[src/rtl/ctech_lib_cdc_hs_arb.sv]
// rtl/ctech_lib_cdc_hs_arb.sv - round-robin arbiter feeding a 4-phase req/ack bundled-data CDC source
module ctech_lib_cdc_hs_arb #(
   parameter int NUM_REQ     = 4,
   parameter int WIDTH       = 8,
   parameter int SYNC_STAGES = 3,
   localparam int IW         = (NUM_REQ > 1) ? $clog2(NUM_REQ) : 1
) (
   input  logic                     clk,
   input  logic                     rst,
   input  logic [NUM_REQ-1:0]       req_vld,
   input  logic [NUM_REQ*WIDTH-1:0] req_data,
   output logic [NUM_REQ-1:0]       req_rdy,
   output logic                     xfer_req,
   output logic [WIDTH-1:0]         xfer_data,
   input  logic                     xfer_ack,
   output logic [IW-1:0]            last_gnt,
   output logic                     busy,
   output logic                     done,
   output logic                     proto_err
);

   typedef enum logic [1:0] {IDLE, REQ_HI, REQ_LO} state_t;

   state_t                 state, state_nxt;
   logic [SYNC_STAGES-1:0] ack_sync;
   logic [SYNC_STAGES-1:0] flush;
   logic                   ack_s, ack_s_d, sync_ok;
   logic [NUM_REQ-1:0]     gnt_vec;
   logic [IW-1:0]          gnt_idx;
   logic                   gnt_any;
   logic                   accept;

   assign ack_s   = ack_sync[SYNC_STAGES-1];
   // ack_s only counts as a real sample once the chain has refilled after reset
   assign sync_ok = flush[SYNC_STAGES-1];
   assign accept  = |(req_rdy & req_vld);

   always_ff @(posedge clk or posedge rst) begin
      if (rst) begin
         ack_sync <= '0;
         flush    <= '0;
         ack_s_d  <= 1'b0;
      end else begin
         ack_sync <= {ack_sync[SYNC_STAGES-2:0], xfer_ack};
         flush    <= {flush[SYNC_STAGES-2:0], 1'b1};
         ack_s_d  <= ack_s;
      end
   end

   always_comb begin
      int           sum;
      logic [IW-1:0] cand;
      gnt_vec = '0;
      gnt_idx = '0;
      gnt_any = 1'b0;
      sum     = 0;
      cand    = '0;
      for (int off = 1; off <= NUM_REQ; off++) begin
         sum = int'(last_gnt) + off;
         if (sum >= NUM_REQ) sum = sum - NUM_REQ;
         cand = IW'(sum);
         if (!gnt_any && req_vld[cand]) begin
            gnt_any       = 1'b1;
            gnt_idx       = cand;
            gnt_vec[cand] = 1'b1;
         end
      end
   end

   always_ff @(posedge clk or posedge rst) begin
      if (rst) state <= IDLE;
      else     state <= state_nxt;
   end

   always_comb begin
      state_nxt = state;
      case (state)
         IDLE:    if (accept) state_nxt = REQ_HI;
         REQ_HI:  if (ack_s)  state_nxt = REQ_LO;
         REQ_LO:  if (!ack_s) state_nxt = IDLE;
         default: state_nxt = IDLE;
      endcase
   end

   always_comb begin
      req_rdy = '0;
      busy    = (state != IDLE);
      if (state == IDLE && sync_ok && !ack_s && gnt_any) req_rdy = gnt_vec;
   end

   always_ff @(posedge clk or posedge rst) begin
      if (rst) begin
         xfer_req  <= 1'b0;
         xfer_data <= '0;
         last_gnt  <= IW'(NUM_REQ - 1);
         done      <= 1'b0;
         proto_err <= 1'b0;
      end else begin
         done <= (state == REQ_LO) && !ack_s;
         if (accept) begin
            xfer_req  <= 1'b1;
            xfer_data <= req_data[gnt_idx*WIDTH +: WIDTH];
            last_gnt  <= gnt_idx;
         end else if (state == REQ_HI && ack_s) begin
            xfer_req <= 1'b0;
         end
         if ((state == IDLE && ack_s && !ack_s_d) || (state == REQ_HI && !ack_s && ack_s_d))
            proto_err <= 1'b1;
      end
   end

endmodule
[config.mk]
export PLATFORM = sky130hd
export DESIGN_NAME = ctech_lib_cdc_hs_arb
export DESIGN_NICKNAME = d
export VERILOG_FILES = /design/src/rtl/ctech_lib_cdc_hs_arb.sv
export SDC_FILE = /design/constraint.sdc
export NUM_CORES = 1
export LEC_CHECK = 0
export ABC_AREA = 1
export CAP_MARGIN = 5
export CORE_MARGIN = 5
export CORE_UTILIZATION = 36
export CTS_CLUSTER_DIAMETER = 100
export DETAILED_ROUTE_END_ITERATION = 6
export PLACE_DENSITY_LB_ADDON = 0.25
export SLEW_MARGIN = 15
export SYNTH_ARGS = -nofsm -noshare
export SYNTH_HDL_FRONTEND = slang
export SYNTH_SLANG_ARGS = --single-unit
[constraint.sdc]
create_clock -name clk -period 2.61 [get_ports clk]
set_clock_uncertainty 0.2 [all_clocks]
set_input_delay 0.783 -clock clk [delete_from_list [all_inputs] [get_ports clk]]
set_output_delay 0.783 -clock clk [all_outputs]
set_load 0.03 [all_outputs]
## Word level (Yosys, flattened, before mapping)

Cells that the tools add are included.

- Register bits after elaboration: 22
- Bits of input ports: 39
- Output and inout port bits: 18
- Word-level logic and storage cells: 105

- Add/subtract/negate cells: 8
- $lt $le $gt $ge: 12
- Equality and inequality tests: 5
- Shift-type cells: 1
- Muxes and demuxes: 39
- Bitwise logic cells: 4
- Reduce and logical (&&, ||, !) cells: 27

Operator list:

| operator | count |
|---|---|
| 32-bit by 6-bit variable part select with 8-bit output | 1 |
| 2-bit two-way mux | 11 |
| 4-bit two-way mux | 5 |
| 1-bit logical AND | 16 |
| 1-bit two-way mux | 14 |
| 2-bit by 3-bit < comparator with 1-bit output, second input constant | 4 |
| 4-bit bitwise OR | 3 |
| 3-bit greater-or-equal comparator, second input constant | 3 |
| 1-bit binary-select mux with 2-bit select | 4 |
| 1-bit demux with 2-bit select | 4 |
| 2-bit by 1-bit greater-or-equal comparator with 1-bit output, second input constant | 4 |
| 2-bit by 1-bit subtractor with 2-bit output, second input constant | 4 |
| 2-bit by 2-bit adder with 3-bit output, second input constant | 2 |
| 2-bit != test, second input constant | 3 |
| 2-bit case mux with 3 select lines | 1 |
| 1-bit zero test | 5 |
| 2-bit by 3-bit adder with 4-bit output, second input constant | 1 |
| 4-bit bitwise AND | 1 |
| 4-bit by 3-bit greater-or-equal comparator with 1-bit output, second input constant | 1 |
| 2-bit nonzero test | 2 |
| 4-bit OR reduction | 1 |
| 2-bit by 1-bit adder with 3-bit output, second input constant | 1 |
| 3-bit AND reduction | 1 |
| 2-bit by 1-bit equality test with 1-bit output, second input constant | 1 |
| 3 further kinds | 3 |

## Longest topological paths before layout

Gate-level depths: netlist (run 1).

- Depth in word-level cells: 21
- Mapped depth: 16
- Depth with buffers taken out: 15

## Least setup slack after synthesis (run 1)

No wires, ideal clock.

- Path kind: reg2out
- Start: register last_gnt[1]
- End: output req_rdy[0]
- Arrival: 2.365 ns
- Required time: 1.627 ns
- Setup slack: -0.738 ns
- Cell stages (with the launch flop): 9
- Path buffers: 0
- Path through: dfstp_2 -> inv_1 -> ha_1 -> inv_1 -> nand2_2 -> nand2_4 -> nor2_8 -> nand4_1 -> a31oi_1

- Longest elaborated chain between the ends: 17

RTL lines:

| item | RTL line | RTL |
|---|---|---|
| from (decl) | 16 | `output logic [IW-1:0] last_gnt,` |
| from (signal assigned) | 95 | `last_gnt <= IW'(NUM_REQ - 1);` |
| from (signal assigned) | 103 | `last_gnt <= gnt_idx;` |
| branches (longest 16 deep; another with 2-bit by 1-bit adder with 3-bit output) | - |  |
| 4-bit two-way mux (*) | 88 | `if (state == IDLE && sync_ok && !ack_s && gnt_any) req_rdy = gnt_vec;` |
| to (decl) | 12 | `output logic [NUM_REQ-1:0] req_rdy,` |

Mark *: on every way between the ends. The select of a mux whose other input is x is not followed.

## Final worst setup path (run 1)

- Start: register last_gnt[0]
- End: output req_rdy[0]

The elaborated chain is that of the path after synthesis.

==> results.md, run 1 <==
Power:
- The sequential group share of total power is 10.6%.
- The highest ir drop seen on vdd is 0.7232 mV.
- The internal portion of the total power is 2.388 mW.
- The combinational group share of total power is 82.8%.
- The switching share of power is 49.94%.
- Summing internal, switching and leakage power gives 4.770 mW.
- For this design the static power due to leakage is 1.499 nW.
- Dividing total power by cell area gives a power density of 1507 mW/mm^2.
- Per report_power, the clock group accounts for 6.7% of the total.
- The total net switching power is 2.382 mW.

Critical path:
- Data arrives at the worst endpoint at 2.14 ns.
- The category of the critical setup timing path is flop to primary output.
- STA classifies the critical path startpoint as a flop.
- The maximum fanout along the worst path is 6.
- The endpoint class of the critical path is a primary output.
- For the worst setup path, the data required time is 1.63 ns.

Floorplan:
- The horizontal die dimension is 79.51 um.
- The height of the die is 79.51 um.
- After floorplanning, the core was sized to cover 0.004692 mm^2.
- The die covers 0.006321 mm^2.
- The starting density of the core is 37.07%.
- The I/O pin total is 57.
- The floorplan has 25 rows.

GRT:
- The number of global-route vias before repair is 1944.
- The overflow left after global routing is 0.
- The largest net degree at the start of global routing is 23.
- The first-pass GRT wire length is 8928 um.
- Across every metal layer, demand over resource in global routing totals 17.53%.
- The number of antenna violations at the first check in global routing is 0.

Synth:
- The top cell type by total area after synthesis is sky130_fd_sc_hd__dfrtp_1.
- The cell area after synthesis is 0.001739 mm^2.
- The synthesized netlist cell count is 241.
- The synthesized netlist contains 30 unique library cells.
- The post-synth net total is 288.
- The part of the Yosys area used for sequential elements is 31.80%.
- After synthesis the netlist holds a flip-flop and latch count of 22.
- Summed over its instances, the top area cell type makes up 28.78% of the synthesized netlist area.
- By area the synthesized netlist is led by sky130_fd_sc_hd__dfrtp_1 29%, sky130_fd_sc_hd__nand2_1 21%, sky130_fd_sc_hd__nand3_1 10%.
- The count of yosys warnings during synthesis is 0.
- After synthesis, the mean cell area works out to 7.216 um^2.

Job:
- The tool flagged a number of max-cap violations equal to 0.

Finish:
- The number of diodes is 0.
- The utilization after layout is 67.47%.
- The net total in the final layout is 384.
- The number of standard cells in the layout, taps in and fillers out is 390.
- In the final layout, the share of cells above drive strength 1 is 36.31%.
- The area growth from synthesis to layout is 82.01%.

STA:
- Setup violations remaining at the end of the flow were counted as 14.
- The count of endpoints failing hold in the final timing report is 0.
- Across all setup checks in the final design, the least slack found is -0.5154 ns.
- The max-slew violation total from the final report came to 0.
- Based on the critical path, the design can be clocked at up to 320.0 MHz.
- The worst path in the final design needs a cycle of 3.125 ns, including I/O delays and setup.
- The final critical path takes up 119.7% of the cycle.
- Setup repair after global routing could not meet its margin everywhere.

Placed design:
- Once detailed placement completed, the half-perimeter wirelength came to 3957 um.
- Counting tap cells, the placed design contains a total of 373 instances.
- Routability-driven placement finished with a final weighted congestion of 0.8768.
- Input and output buffers added on the ports amount to 56.

Clocking:
- The clock tree root driver cell is sky130_fd_sc_hd__clkbuf_8.
- The buffer levels on the longest clock path is 2.
- Buffers inserted during clock tree synthesis total 3.
- The number of sinks on the clock net is 22.
- TritonCTS built the clock tree.
- After clock tree synthesis, the clock-pin slew on the worst setup and hold paths is 0.08 ns.
- Clock latency on the worst-skew pair, taken at its later pin, is 0.27 ns.
- The depth of the CTS H-tree is 1.

Routing:
- The total DRC errors in the routed layout is 0.
- The length of the first detailed-routing pass in iterations is 4.
- The average wire length per cell after detail routing is 14.43 um.
- The antenna violation net count after detailed routing is 0.
- The vias per cell is 5.033.
- The detailed router's first-iteration violation count is 83.
- The wire length after detailed routing is 5628 um.
- The count of vias placed by the detailed router is 1963.

Outcome:
- The checks that failed: negative setup slack.
- The run finished, with violations left.

Hold path:
- The type of the tightest min-delay check is flop to flop.
## repair_timing
item                                    in CTS  in global routing
pin swaps                                   19                 12
hold buffers                                 0                  0
gates resized for setup                     50                 27
setup buffers                                9                  5
gates cloned                                 1                  3
endpoints found under the setup margin      18                 16
## worst max-delay path: stages (launching register included)
cell and delay (ns):
sky130_fd_sc_hd__dfstp_4 0.65, sky130_fd_sc_hd__inv_6 0.04, sky130_fd_sc_hd__ha_4 0.31, sky130_fd_sc_hd__inv_6 0.06
sky130_fd_sc_hd__nand2_8 0.08, sky130_fd_sc_hd__nand2_8 0.07, sky130_fd_sc_hd__nor2_8 0.13, sky130_fd_sc_hd__nand4_1 0.18
sky130_fd_sc_hd__a31oi_4 0.21, sky130_fd_sc_hd__buf_6 0.15
## cells in the final DEF, fill, tap and decap left out, types with 3 or more instances in the layout
cell | synthesis | final
sky130_fd_sc_hd__nand2_1 | 95 | 79
sky130_fd_sc_hd__clkdlybuf4s50_1 | 0 | 46
sky130_fd_sc_hd__buf_4 | 2 | 25
sky130_fd_sc_hd__nand3_1 | 35 | 23
sky130_fd_sc_hd__nand2_2 | 8 | 20
sky130_fd_sc_hd__dfrtp_1 | 20 | 20
sky130_fd_sc_hd__buf_6 | 2 | 11
sky130_fd_sc_hd__inv_1 | 11 | 9
sky130_fd_sc_hd__nand3_2 | 1 | 8
sky130_fd_sc_hd__o21ai_1 | 11 | 7
sky130_fd_sc_hd__ha_1 | 8 | 7
sky130_fd_sc_hd__nand2_8 | 0 | 6
sky130_fd_sc_hd__nand3_4 | 1 | 6
sky130_fd_sc_hd__nand2_4 | 6 | 5
sky130_fd_sc_hd__nor2_1 | 5 | 5
sky130_fd_sc_hd__buf_12 | 0 | 5
sky130_fd_sc_hd__nand4_1 | 4 | 4
sky130_fd_sc_hd__nor2_4 | 3 | 4
sky130_fd_sc_hd__o21ai_2 | 0 | 4
sky130_fd_sc_hd__a31oi_4 | 0 | 4
sky130_fd_sc_hd__inv_6 | 0 | 3
sky130_fd_sc_hd__clkbuf_8 | 0 | 3
sky130_fd_sc_hd__dlygate4sd2_1 | 0 | 3
sky130_fd_sc_hd__clkdlybuf4s15_1 | 0 | 3
## through the flow
step | instance area [um^2] | TNS [ns] | worst slack, ns | hold WS (ns)
after floorplan | 1837 | -1.159 | -0.3250 | 0.1312
after global placement | 2630 | -9.209 | -0.7353 | 0.1322
after detailed placement | 2630 | -9.205 | -0.7284 | 0.1347
after CTS | 2973 | -2.762 | -0.5117 | 0.1564
after global routing | 3166 | -4.583 | -0.5970 | 0.1659
final | 3166 | -2.874 | -0.5154 | 0.1595
## worst paths after layout
kind	start	end	slack, ns	cells past startpoint
max	last_gnt[0]	req_rdy[0]	-0.52	9
min	flush[0]	flush[1]	0.16	0
max reg2reg	last_gnt[0]	xfer_data[3]	-0.14	19
min reg2reg	flush[0]	flush[1]	0.16	0
max in group asynchronous	rst	last_gnt[1]	1.29	3
min in group asynchronous	rst	ack_sync[1]	0.64	3
## cells in the mapped netlist, drive strengths merged
cell / number
nand2: 109
nand3: 37
dfrtp: 20
inv: 15
o21ai: 12
nor2: 11
ha: 8
buf: 6
a21boi: 4
a21oi: 4
a31oi: 4
nand4: 4
dfstp: 2
nand3b: 2
conb: 1
o31ai: 1
or2: 1
## power by group through the flow
stage                     Clock [mW]  Sequential (mW)  Combinational [mW]
final                          0.318            0.503                3.95
after global routing           0.346            0.517                4.25
after CTS                      0.322            0.505                3.43
after detailed placement           0            0.509                3.01
after global placement             0            0.507                3.03
after floorplan                    0            0.679                1.81
## registers in the layout, indices dropped and copies added, names as in the netlist
signal / cells
ack_s_d: 1
ack_sync: 3
done: 1
flush: 3
last_gnt: 2
proto_err: 1
state: 2
xfer_data: 8
xfer_req: 1
## per-layer routing
metal	track usage, %	part of all wire [%]	up-vias
li1	-	-	979
met4	5.498	1.7	0
met3	4.063	5.9	11
met2	30.38	52	61
met1	21.38	41	912
met5	0	0	-
## cells by family after synthesis
kind of cell	count (synthesis)	synth area share (%)
buffers and inverters	21	6.115
adders and majority gates	8	5.756
and+or+nand+nor	164	47.91
DFF	22	31.80
AOI/OAI and AO/OA	25	8.200
other	1	0.2156
## cell type report
class,instances,area [um^2]
Timing Repair Buffer,95,980.9
Multi-Input combinational cell,199,1405
Tap cell,54,67.56
Inverter,15,76.32
Clock buffer,3,41.29
Clock inverter,1,30.03
Fill cell,392,1526
Timing Repair inverter,1,7.507
Sequential cell,22,556.8
No activity file was read; power rests on OpenSTA's default activity.
==> run 2: changes to the inputs <==
Settings changed: CORE_MARGIN 5 to 2.
==> run 2 against run 1 <==
Compared with the run above: the run still ends with negative setup slack left; cell count is 2.3% higher; wire length is 3.7% lower; global-route usage is 2.8 points higher; via count is 0.25% higher; worst setup slack worse by 0.047 ns; cell area hardly changed; critical endpoint is now req_rdy[3]; highest routed layer unchanged.
==> results.md, run 2 (same netlist as run 1, synthesis figures left out) <==
Finish:
- Leaving out fill and tap cells, the most frequent cell in the layout is sky130_fd_sc_hd__nand2_1.
- The repair_antennas step left the layout with diodes totalling 0.
- The area of all placed cells without fillers is 0.003168 mm^2.
- The number of standard cells in the layout, taps in and fillers out is 399.
- The net count of the finished layout is 393.
- In the layout the commonest cells are 85 x sky130_fd_sc_hd__nand2_1, 46 x sky130_fd_sc_hd__clkdlybuf4s50_1, 37 x sky130_fd_sc_hd__buf_4.
- Relative to the synthesized area, the layout overhead comes to 82.16%.
- The register with the most flip-flops in the layout has 8 of them.
- The register with the most flip-flops in the final layout is xfer_data.
- The largest registers in the layout are xfer_data x8, ack_sync x3, flush x3.
- The post-route netlist has 35.65% of its cells at a drive strength greater than 1.

STA:
- Dividing the final minimum period by the clock period gives 121.5%.
- The final number of setup-violating endpoints is 16.
- The worst hold slack after final layout is 0.1582 ns.
- The minimum setup slack in the final design is -0.5623 ns.
- The highest clock rate is 315.2 MHz.
- The clock period minus worst slack is 3.172 ns.
- Setup repair after global routing could not meet its margin everywhere.
- The max-slew violation total from the final report is 0.
- The setup TNS is -3.847 ns.
- The count of endpoints failing hold in the final timing report came to 0.

Critical path:
- The required time at the endpoint of the critical path is 1.63 ns.
- The endpoint class of the critical path is a primary output.
- The startpoint identified for the worst register-to-register timing path is last_gnt[0].
- By startpoint and endpoint, the worst setup path is classified as flop to primary output.
- The critical path launch point is last_gnt[0].
- The category of the worst setup path launch point is a flop.
- For the worst setup path, the data arrival time is 2.19 ns.
- The maximum fanout along the worst path is 3.

Clocking:
- In this run, CTS created clock tree buffers numbering 3.
- TritonCTS built the clock tree.
- After clock tree synthesis, the clock-pin slew on the worst setup and hold paths is 0.08 ns.
- The clock passes through at most 2 buffers.
- The depth of the CTS H-tree is 1.
- CTS saw 22 sinks.
- After clock tree synthesis, the flow added hold-fix buffers numbering 0.
- The clock latency on the worst-skew pair is 0.26 ns.
- In this run the clock root is driven by a sky130_fd_sc_hd__clkbuf_8.

Routing:
- For this run, design rule violations remaining after detail routing come to 0.
- Before antenna repair, the detailed router went through 4 iterations.
- Dividing the detail-routed wire length by the instance count gives 13.59 um.
- Wires add up to 5422 um.
- For this block, the via count after detailed routing is 1968.
- The antenna violation net count after detailed routing is 0.
- The detailed router's first-iteration violation count is 79.
- The vias per cell is 4.932.

Job:
- Max-cap violations in this run came to 0.

GRT:
- The number of antenna violations at the first check in global routing is 0.
- For this run, the total global-route usage over all layers was measured as 20.37%.
- For this run the aggregate overflow at the end of global routing stands at 0.
- The first global-routing pass estimated 8721 um of wire.
- The largest net degree at the start of global routing is 23.
- The number of global-route vias before repair came to 1932.

Hold path:
- The type of the tightest min-delay check is flop to flop.
- The startpoint identified for the worst hold timing path is ack_sync[0].

Floorplan:
- The height of the die is 73.51 um.
- The total area inside the core boundary comes to 0.004692 mm^2.
- From left edge to right edge, the die measures 73.51 um.
- During I/O placement, the number of pins put on the boundary was 57.
- The starting density of the core is 37.07%.
- The area of the die is 0.005403 mm^2.
- Row generation in the floorplan step produced 25 rows.

Placed design:
- The post-place instance area is 0.002658 mm^2.
- The HPWL after detailed placement is 3632 um.
- The final weighted congestion in routability-driven placement is 0.9279.
- In this run the tool buffered the top-level ports with 56 buffer cells.
- Prior to clock tree synthesis, the placed netlist has a worst setup slack of -0.7449 ns.
- Including well taps, the total number of placed cells is 375.

Power:
- The internal power consumption is 2.445 mW.
- The switching share of power is 48.10%.
- Sequential cells account for 10.7% of the total power.
- Combinational logic burns 82.7% of the power.
- Per report_power, the clock group accounts for 6.6% of the total.
- VDD sags by at most 0.6753 mV.
- In this run the power spent charging and discharging nets is 2.266 mW.
- For this design the static power due to leakage is 1.553 nW.
- Dividing total power by cell area gives a power density of 1487 mW/mm^2.

Outcome:
- The run finished, with violations left.
- The final reports fail on negative setup slack.
==> run 2: final timing paths <==
check / slack, ns / to / cells after the start
max: -0.56 / req_rdy[3] / 9
min: 0.16 / ack_sync[1] / 0
max reg2reg: -0.20 / xfer_data[4] / 18
min reg2reg: 0.16 / ack_sync[1] / 0
max in group asynchronous: 1.26 / last_gnt[1] / 3
min in group asynchronous: 0.67 / ack_sync[0] / 3
==> run 2: critical path: stages, from the launching register on <==
cell and delay (ns):
sky130_fd_sc_hd__dfstp_4 0.65, sky130_fd_sc_hd__inv_6 0.04, sky130_fd_sc_hd__buf_4 0.12, sky130_fd_sc_hd__buf_4 0.12, sky130_fd_sc_hd__buf_4 0.15, sky130_fd_sc_hd__ha_1 0.20, sky130_fd_sc_hd__a21boi_0 0.14, sky130_fd_sc_hd__a21oi_2 0.24
sky130_fd_sc_hd__a31oi_4 0.12, sky130_fd_sc_hd__buf_6 0.15
==> run 2: per-stage QoR <==
step / power, mW / util [%]
floorplan: 2.485 / -
global placement: 3.534 / 56.64
detailed placement: 3.534 / 56.64
CTS: 4.502 / 65.33
global route: 5.069 / 67.52
finish: 4.710 / 67.52
==> run 2: layout make-up <==
cell class,instances,area [um^2]
tap,54,67.56
inverter,15,73.82
clock inverter,1,30.03
fill,388,1524
multi-input combinational,199,1354
timing repair buffer,105,1045
sequential,22,556.8
clock buffer,3,41.29
==> run 2: power by group through the flow <==
stage | Sequential, mW | Clock, mW | Combinational, mW
6_report | 0.503 | 0.312 | 3.90
2_1_floorplan | 0.679 | 0 | 1.81
3_5_place_dp | 0.507 | 0 | 3.03
5_1_grt | 0.515 | 0.330 | 4.22
3_3_place_gp | 0.505 | 0 | 3.03
4_1_cts | 0.499 | 0.315 | 3.69
==> run 2: per-layer routing <==
layer  GRT usage [%]  part of all wire, %
met5               0                    0
met4           5.455                  1.2
met3           4.252                  4.9
met2           36.51                   53
met1           24.55                   41
==> run 2: what timing repair did <==
item	in CTS	in global routing
pin swaps	25	5
setup endpoints to repair	18	16
buffers inserted	13	4
gates cloned	5	1
resized for setup	42	14
==> run 3: changes to the inputs <==
Settings changed: ABC_CLOCK_PERIOD_IN_PS set to 2610.
==> results of run 3 <==
No change in the layout: final DEF, timing and power equal those of run 2.
